**src/rtl/sdram_write.sv**
```systemverilog
// sdram_write: full-page burst write sequencer (ACTIVE, tRCD, WRITE, B_TERM, tWR, PRECHARGE, tRP).
// Define SDRAM_WR_DQM_EN to add the wr_dqm byte-mask output.
module sdram_write #(
    parameter int TRCD_CLK = 2,
    parameter int TWR_CLK  = 2,
    parameter int TRP_CLK  = 2
) (
    input  logic        sys_clk,
    input  logic        sys_rst_n,
    input  logic        init_end,
    input  logic        wr_en,
    input  logic [23:0] wr_addr,
    input  logic [9:0]  wr_burst_len,
    input  logic [15:0] wr_data,
    output logic        wr_fifo_rd_en,
    output logic        wr_end,
    output logic [3:0]  write_cmd,
    output logic [1:0]  write_ba,
    output logic [12:0] write_addr,
    output logic        wr_sdram_en,
    output logic [15:0] wr_sdram_data
`ifdef SDRAM_WR_DQM_EN
    ,
    output logic [1:0]  wr_dqm
`endif
);
    localparam logic [3:0] CMD_NOP    = 4'b0111;
    localparam logic [3:0] CMD_ACTIVE = 4'b0011;
    localparam logic [3:0] CMD_WRITE  = 4'b0100;
    localparam logic [3:0] CMD_BTERM  = 4'b0110;
    localparam logic [3:0] CMD_PRE    = 4'b0010;
    localparam logic [9:0] TRCD_LAST  = 10'(TRCD_CLK - 1);
    localparam logic [9:0] TWR_LAST   = 10'(TWR_CLK - 1);
    localparam logic [9:0] TRP_LAST   = 10'(TRP_CLK - 2);

    typedef enum logic [3:0] {
        WR_IDLE, WR_ACTIVE, WR_TRCD, WR_WRITE, WR_DATA,
        WR_BTERM, WR_TWR, WR_PRE, WR_TRP, WR_END
    } state_t;

    state_t      state, state_n;
    logic [9:0]  cnt, len, len_eff;
    logic [1:0]  bank;
    logic [12:0] row;
    logic [8:0]  col;
    logic        accept;

    assign accept  = (state == WR_IDLE) && wr_en && init_end;
    assign len_eff = (wr_burst_len == 10'd0) ? 10'd1 :
                     (wr_burst_len > 10'd512) ? 10'd512 : wr_burst_len;

    always_comb begin
        state_n = state;
        case (state)
            WR_IDLE:   state_n = accept ? WR_ACTIVE : WR_IDLE;
            WR_ACTIVE: state_n = WR_TRCD;
            WR_TRCD:   state_n = (cnt >= TRCD_LAST) ? WR_WRITE : WR_TRCD;
            WR_WRITE:  state_n = (len == 10'd1) ? WR_BTERM : WR_DATA;
            WR_DATA:   state_n = (cnt + 10'd2 >= len) ? WR_BTERM : WR_DATA;
            WR_BTERM:  state_n = WR_TWR;
            WR_TWR:    state_n = (cnt >= TWR_LAST) ? WR_PRE : WR_TWR;
            WR_PRE:    state_n = (TRP_CLK > 1) ? WR_TRP : WR_END;
            WR_TRP:    state_n = (cnt >= TRP_LAST) ? WR_END : WR_TRP;
            default:   state_n = WR_IDLE;
        endcase
    end

    always_ff @(posedge sys_clk or negedge sys_rst_n) begin
        if (!sys_rst_n) begin
            state <= WR_IDLE;
            cnt   <= '0;
            bank  <= '0;
            row   <= '0;
            col   <= '0;
            len   <= 10'd1;
        end else begin
            state <= state_n;
            cnt   <= (state_n != state) ? '0 : cnt + 10'd1;
            if (accept) begin
                bank <= wr_addr[23:22];
                row  <= wr_addr[21:9];
                col  <= wr_addr[8:0];
                len  <= len_eff;
            end
        end
    end

    // FIFO has one cycle of read latency, so reads lead the DQ window by one cycle
    assign wr_fifo_rd_en = ((state == WR_TRCD) && (cnt >= TRCD_LAST)) ||
                           ((state == WR_WRITE) && (len != 10'd1)) ||
                           ((state == WR_DATA) && (cnt + 10'd2 < len));
    assign wr_sdram_en   = (state == WR_WRITE) || (state == WR_DATA);
    assign wr_sdram_data = wr_sdram_en ? wr_data : 16'h0;
    assign wr_end        = (state == WR_END);
    assign write_cmd     = (state == WR_ACTIVE) ? CMD_ACTIVE :
                           (state == WR_WRITE)  ? CMD_WRITE  :
                           (state == WR_BTERM)  ? CMD_BTERM  :
                           (state == WR_PRE)    ? CMD_PRE    : CMD_NOP;
    assign write_ba      = ((state == WR_ACTIVE) || (state == WR_WRITE)) ? bank : 2'b11;
    assign write_addr    = (state == WR_ACTIVE) ? row :
                           (state == WR_WRITE)  ? {4'b0000, col} : 13'h1fff;
`ifdef SDRAM_WR_DQM_EN
    assign wr_dqm        = wr_sdram_en ? 2'b00 : 2'b11;
`endif
endmodule

```
**config.mk**
```make
export PLATFORM = sky130hd
export DESIGN_NAME = sdram_write
export DESIGN_NICKNAME = d
export VERILOG_FILES = /design/src/rtl/sdram_write.sv
export SDC_FILE = /design/constraint.sdc
export NUM_CORES = 1
export LEC_CHECK = 0
export BUFFER_PORTS_ARGS = -buffer_cell sky130_fd_sc_hd__buf_4
export CAP_MARGIN = 30
export CORE_MARGIN = 2
export CORE_UTILIZATION = 40
export DETAILED_ROUTE_END_ITERATION = 10
export GPL_ROUTABILITY_DRIVEN = 0
export PLACE_DENSITY = 0.65
export SKIP_CTS_REPAIR_TIMING = 1
export SLEW_MARGIN = 40
export SYNTH_ARGS = -nofsm -noshare
export SYNTH_HDL_FRONTEND = slang
export SYNTH_SLANG_ARGS = --single-unit
```
**constraint.sdc**
```tcl
create_clock -name sys_clk -period 3.1 [get_ports sys_clk]
set_input_delay 0.62 -clock sys_clk [delete_from_list [all_inputs] [get_ports sys_clk]]
set_output_delay 0.62 -clock sys_clk [all_outputs]
set_load 0.01 [all_outputs]
```
Word-level counts from Yosys, hierarchy flattened. Index checks and enable logic that the tools add are counted.

Register bits after elaboration: 48. Output and inout bits: 38.

$add $sub $neg: 2. Order comparisons: 5. Equal/unequal tests: 12. Multiplexer cells: 18. Reduce and logical (&&, ||, !) cells: 11.

Operator list (count): $pmux W4 S9 (1); $mux W10 (3); $mux W13 (2); $ge A10 B1 Y1 const B (2); $eq A4 B3 Y1 const B (4); $mux W16 (1); $mux W3 (4); $add A10 B1 Y10 const B (1); $add A10 B2 Y10 const B (1); $eq A10 B1 Y1 const B (1); $ge A10 B10 Y1 (1); $gt A10 B10 Y1 const B (1); $logic_not A10 Y1 (1); $lt A10 B10 Y1 (1); $ne A10 B1 Y1 const B (1); $eq A4 B2 Y1 const B (2); $eq A4 B4 Y1 const B (2); $mux W1 (6); $logic_and A1 B1 Y1 (5); $eq A4 B1 Y1 const B (1); $logic_not A4 Y1 (1); $logic_or A1 B1 Y1 (4); $ne A4 B4 Y1 (1); $mux W2 (1).

Logic depth before layout (Yosys ltp).
Depth in word-level cells: 7. Depth in mapped cells: 10. Depth with buffers taken out: 9.

Worst setup path after synthesis. No wires, ideal clock.

Path type: reg2out. Start point: register cnt[3]. End point: output port wr_fifo_rd_en. Data arrival time: 1965 ps. Data required time: 2480 ps. Slack: 515 ps. Stages on the path, launching flop included: 10. Buffers on the path: 1. Cell sequence: dfrtp_1 > clkbuf_1 > nand3_1 > nor3_1 > xor2_1 > ha_1 > and4_1 > o211a_1 > a211oi_1 > a21bo_2.

Word-level cells in the longest chain between the ends: 4.

Ends and longest elaborated chain: start: declaration (line 42) `logic [9:0] cnt, len, len_eff;`; start signal: assignment (line 78) `cnt <= (state_n != state) ? '0 : cnt + 10'd1;`; $add A10 B2 Y10 or $ge A10 B1 Y1 (tied branches) (line 91, 89); $lt A10 B10 Y1 or $logic_and A1 B1 Y1 (tied branches) (line 91, 89); $logic_and A1 B1 Y1 or $logic_or A1 B1 Y1 (tied branches) (line 91, 89); $logic_or A1 B1 Y1 * (line 90) `((state == WR_WRITE) && (len != 10'd1)) ||`; end: declaration (line 15) `output logic wr_fifo_rd_en,`.

Mark *: on every way between the ends. The rest lies on a longest branch, timed or not.

Final worst setup path.
Start point: register cnt[1]. End point: output port wr_fifo_rd_en.

The elaborated chain is that of the path after synthesis.

==> results.toml <==
[run_status]
result_of_the_run = "finished clean"

[sta]
setup_total_negative_slack_ns = 0
min_tclk_post_route_ns = 3.00
finalHoldViolations = 0
holdWs_ns = 0.331
relSlewSlack_pct = 51.4
finalSetupViolations = 0
highest_achievable_clock_rate_ghz = 0.333
timing.final.max_slew_violations = 0
finClkSkew_ns = 0.00482
timing.final.crit_share_pct = 96.8
setup_repair_after_global_routing_missed_its_margin = "yes"
fin_ws_ns = 0.0981
tightestPinTransition_ns = 0.726

[pwr]
switching_share_pct = 37.5
vdd_ir_drop_max_mv = 0.366
power_density_mw_per_mm2 = 792
totalPowerFinal_mw = 3.02
p_seq_share_pct = 35.5
cell_internal_pwr_mw = 1.89
switchingPower_mw = 1.13
p_leak_nw = 1.74
clockPowerShare_pct = 12.6
comb_pwr_share_pct = 52.0

[synthesis]
portion_of_synthesized_cell_area_occupied_by_the_leading_cell_type_pct = 41.5
synth-warning-count = 0
synth_area_leader_cell = "dfrtp_1"
yosysSeqAreaShare_pct = 42.4
syn-num-nets = 343
synthSimpleGateAreaFrac_pct = 20.4
largest_family_of_logic_cells_by_synthesized_area = "simple AND/OR/NAND/NOR gates"
post_synth_mux_area_share_pct = 9.93
post_synth_main_area_contributors = "dfrtp_1 (42%), mux2_2 (9.9%), ha_1 (6.6%)"
synth_most_common_cell = "dfrtp_1"
post_synthesis_share_of_cell_area_spent_on_xor_and_xnor_gates_pct = 5.25
ys_types = 45
synthArstFlopShare_pct = 100
syn_area_mm2 = 0.00283
synth_compound_gate_area_share_pct = 10.9
post_synthesis_sequential_element_count = 48
synthesis.instances = 274
commonest_register_cell_after_synthesis = "dfrtp_1"
synth.avg_cell_area_um2 = 10.3
synth.top_cells.by_count = "dfrtp_1 (47), mux2_2 (25), nor2b_1 (18), ha_1 (15), nor4_1 (14)"
number_of_enable_flip_flop_cells_after_synthesis = 0
post_synthesis_share_of_cell_area_spent_on_full_adders_half_adders_and_majority_gates_pct = 6.62

[floorplan]
die_w_um = 88.2
die_extent_in_y_um = 88.2
initial_core_utilization_pct = 41.5
io_pins = 92
rows = 30
floorplan.core_area_mm2 = 0.00683
die_area_mm2 = 0.00777

[detailed_routing]
drc = 0
avgRoutedWirePerCell_um = 14.9
vias_per_cell = 5.07
route.vias.total = 2346
detail_route.iter0.violations = 94
first_drt_pass_iteration_count = 4
routed_wl_um = 6880
drtAntennaViolNets = 0

[clock_network]
tritoncts = "done"
root_buffer = "clkbuf_8"
cts_htree_levels = 2
numCtsBuffers = 5
clockBufferDepth = 2
insertion_delay_ns = 0.29
post_cts_clock_slew_at_the_launch_and_capture_registers_of_the_worst_setup_and_hold_paths_ns = 0.08
cts.sink_count = 48

[worst_setup_path]
crit_end_element = "output pin"
cp.arrival_ns = 2.38
crit_path_end = "wr_fifo_rd_en"
worst_setup_path_category = "reg2out"
r2r_cells = 8
ff2ff_setup_slack_ns = 0.66
startpoint_type = "register"
startpoint = "cnt[1]$_DFF_PN0_"
worst-endpoint-required_ns = 2.48
crit_reg_reg_startpoint = "cnt[1]$_DFF_PN0_"
crit_path_max_fanout = 6
worst_r2r_endpoint = "state[0]$_DFF_PN0_"

[finish]
drive_gt1_share_pct = 43.6
area_delta_synth_final_pct = 34.7
finish.net_count = 435
final_design_area_no_fill_mm2 = 0.00382
postLayoutCoreUtil_pct = 55.9
antennaDiodeCount = 0
instances_no_fill = 463

[run]
maxCapViolations = 0

[placement]
dp.final_hpwl_um = 5110
detailedPlace.worstSlack_ns = 0.330
portBuffers = 90
placed_cell_area_mm2 = 0.00360
placed_insts = 449

[global_routing]
grt_pass1_vias = 2248
number_of_antenna_violations_at_the_first_check_in_global_routing = 0
grt_util_all_layers_pct = 17.6
grt_start_max_net_pins = 49
grt_overflow = 0
grt_first_pass_wirelength_um = 10700

[min_path]
worstHoldPathType = "in2async"
## cells in the final DEF (no fill, tap or decap), drive strengths merged, types with 3 or more instances in the layout
cell,n
nand2,14
nand4,4
nor2b,18
o22a,9
or4,3
buf,101
xnor2,8
o21a,4
a21oi,7
nand2b,5
mux2,25
and3,3
clkbuf,7
or2,4
o21ai,10
dfrtp,47
nor3,4
inv,12
a22o,4
ha,15
xor2,9
nor2,9
nand3,10
nor4,14
## worst min path at each step
stage | endpoint | slack, ns
final | len[4]$_DFFE_PN0P_ | 0.33
after global routing | row[11]$_DFFE_PN0P_ | 0.37
after CTS | len[4]$_DFFE_PN0P_ | 0.35
after detailed placement | bank[0]$_DFFE_PN0P_ | 0.49
after global placement | bank[1]$_DFFE_PN0P_ | 0.48
after floorplan | bank[0]$_DFFE_PN0P_ | 0.32
## critical path, stage by stage, from the launching register on
cell	delay [ns]
dfrtp_2	0.48
buf_6	0.13
nand2_2	0.05
nor3_2	0.20
xor2_1	0.18
ha_1	0.27
and4_4	0.20
o211a_1	0.13
a211oi_2	0.19
a21bo_2	0.16
buf_6	0.10
## logic make-up (layout without fill, tap and decap cells)
group | Yosys count | in the layout
other | 1 | 1
and+or+nand+nor | 98 | 98
adders and majority gates | 15 | 15
DFF | 48 | 48
buffers and inverters | 28 | 121
AOI/OAI and AO/OA | 42 | 42
muxes | 25 | 25
xor gates and xnor gates | 17 | 17
## power by group through the flow
stage | Clock (mW) | Sequential (mW) | Combinational (mW)
2_1_floorplan | 0 | 1.01 | 0.957
3_3_place_gp | 0 | 1.06 | 1.46
3_5_place_dp | 0 | 1.08 | 1.48
4_1_cts | 0.399 | 1.06 | 1.49
5_1_grt | 0.427 | 1.11 | 1.73
6_report | 0.380 | 1.07 | 1.57
## layer usage
layer  wire length (µm)  global-route usage [%]
met4                 82                    4.96
met2               3370                    27.1
met5                  0                       0
met1               3070                    25.5
met3                351                    3.02
## final cells by class
| cell class | instances | area [µm²] |
|---|---|---|
| Clock buffer | 7 | 86.3 |
| Clock inverter | 1 | 7.51 |
| Fill cell | 634 | 3010 |
| Inverter | 12 | 45.0 |
| Multi-Input combinational cell | 198 | 1580 |
| Sequential cell | 48 | 1210 |
| Tap cell | 96 | 120 |
| Timing Repair Buffer | 101 | 769 |
## state kept, by name (all words and copies together), names as in the netlist
name and count:
row 13, len 10, bank 2, cnt 10, state 4, col 9
No activity file was read; power rests on OpenSTA's default activity.
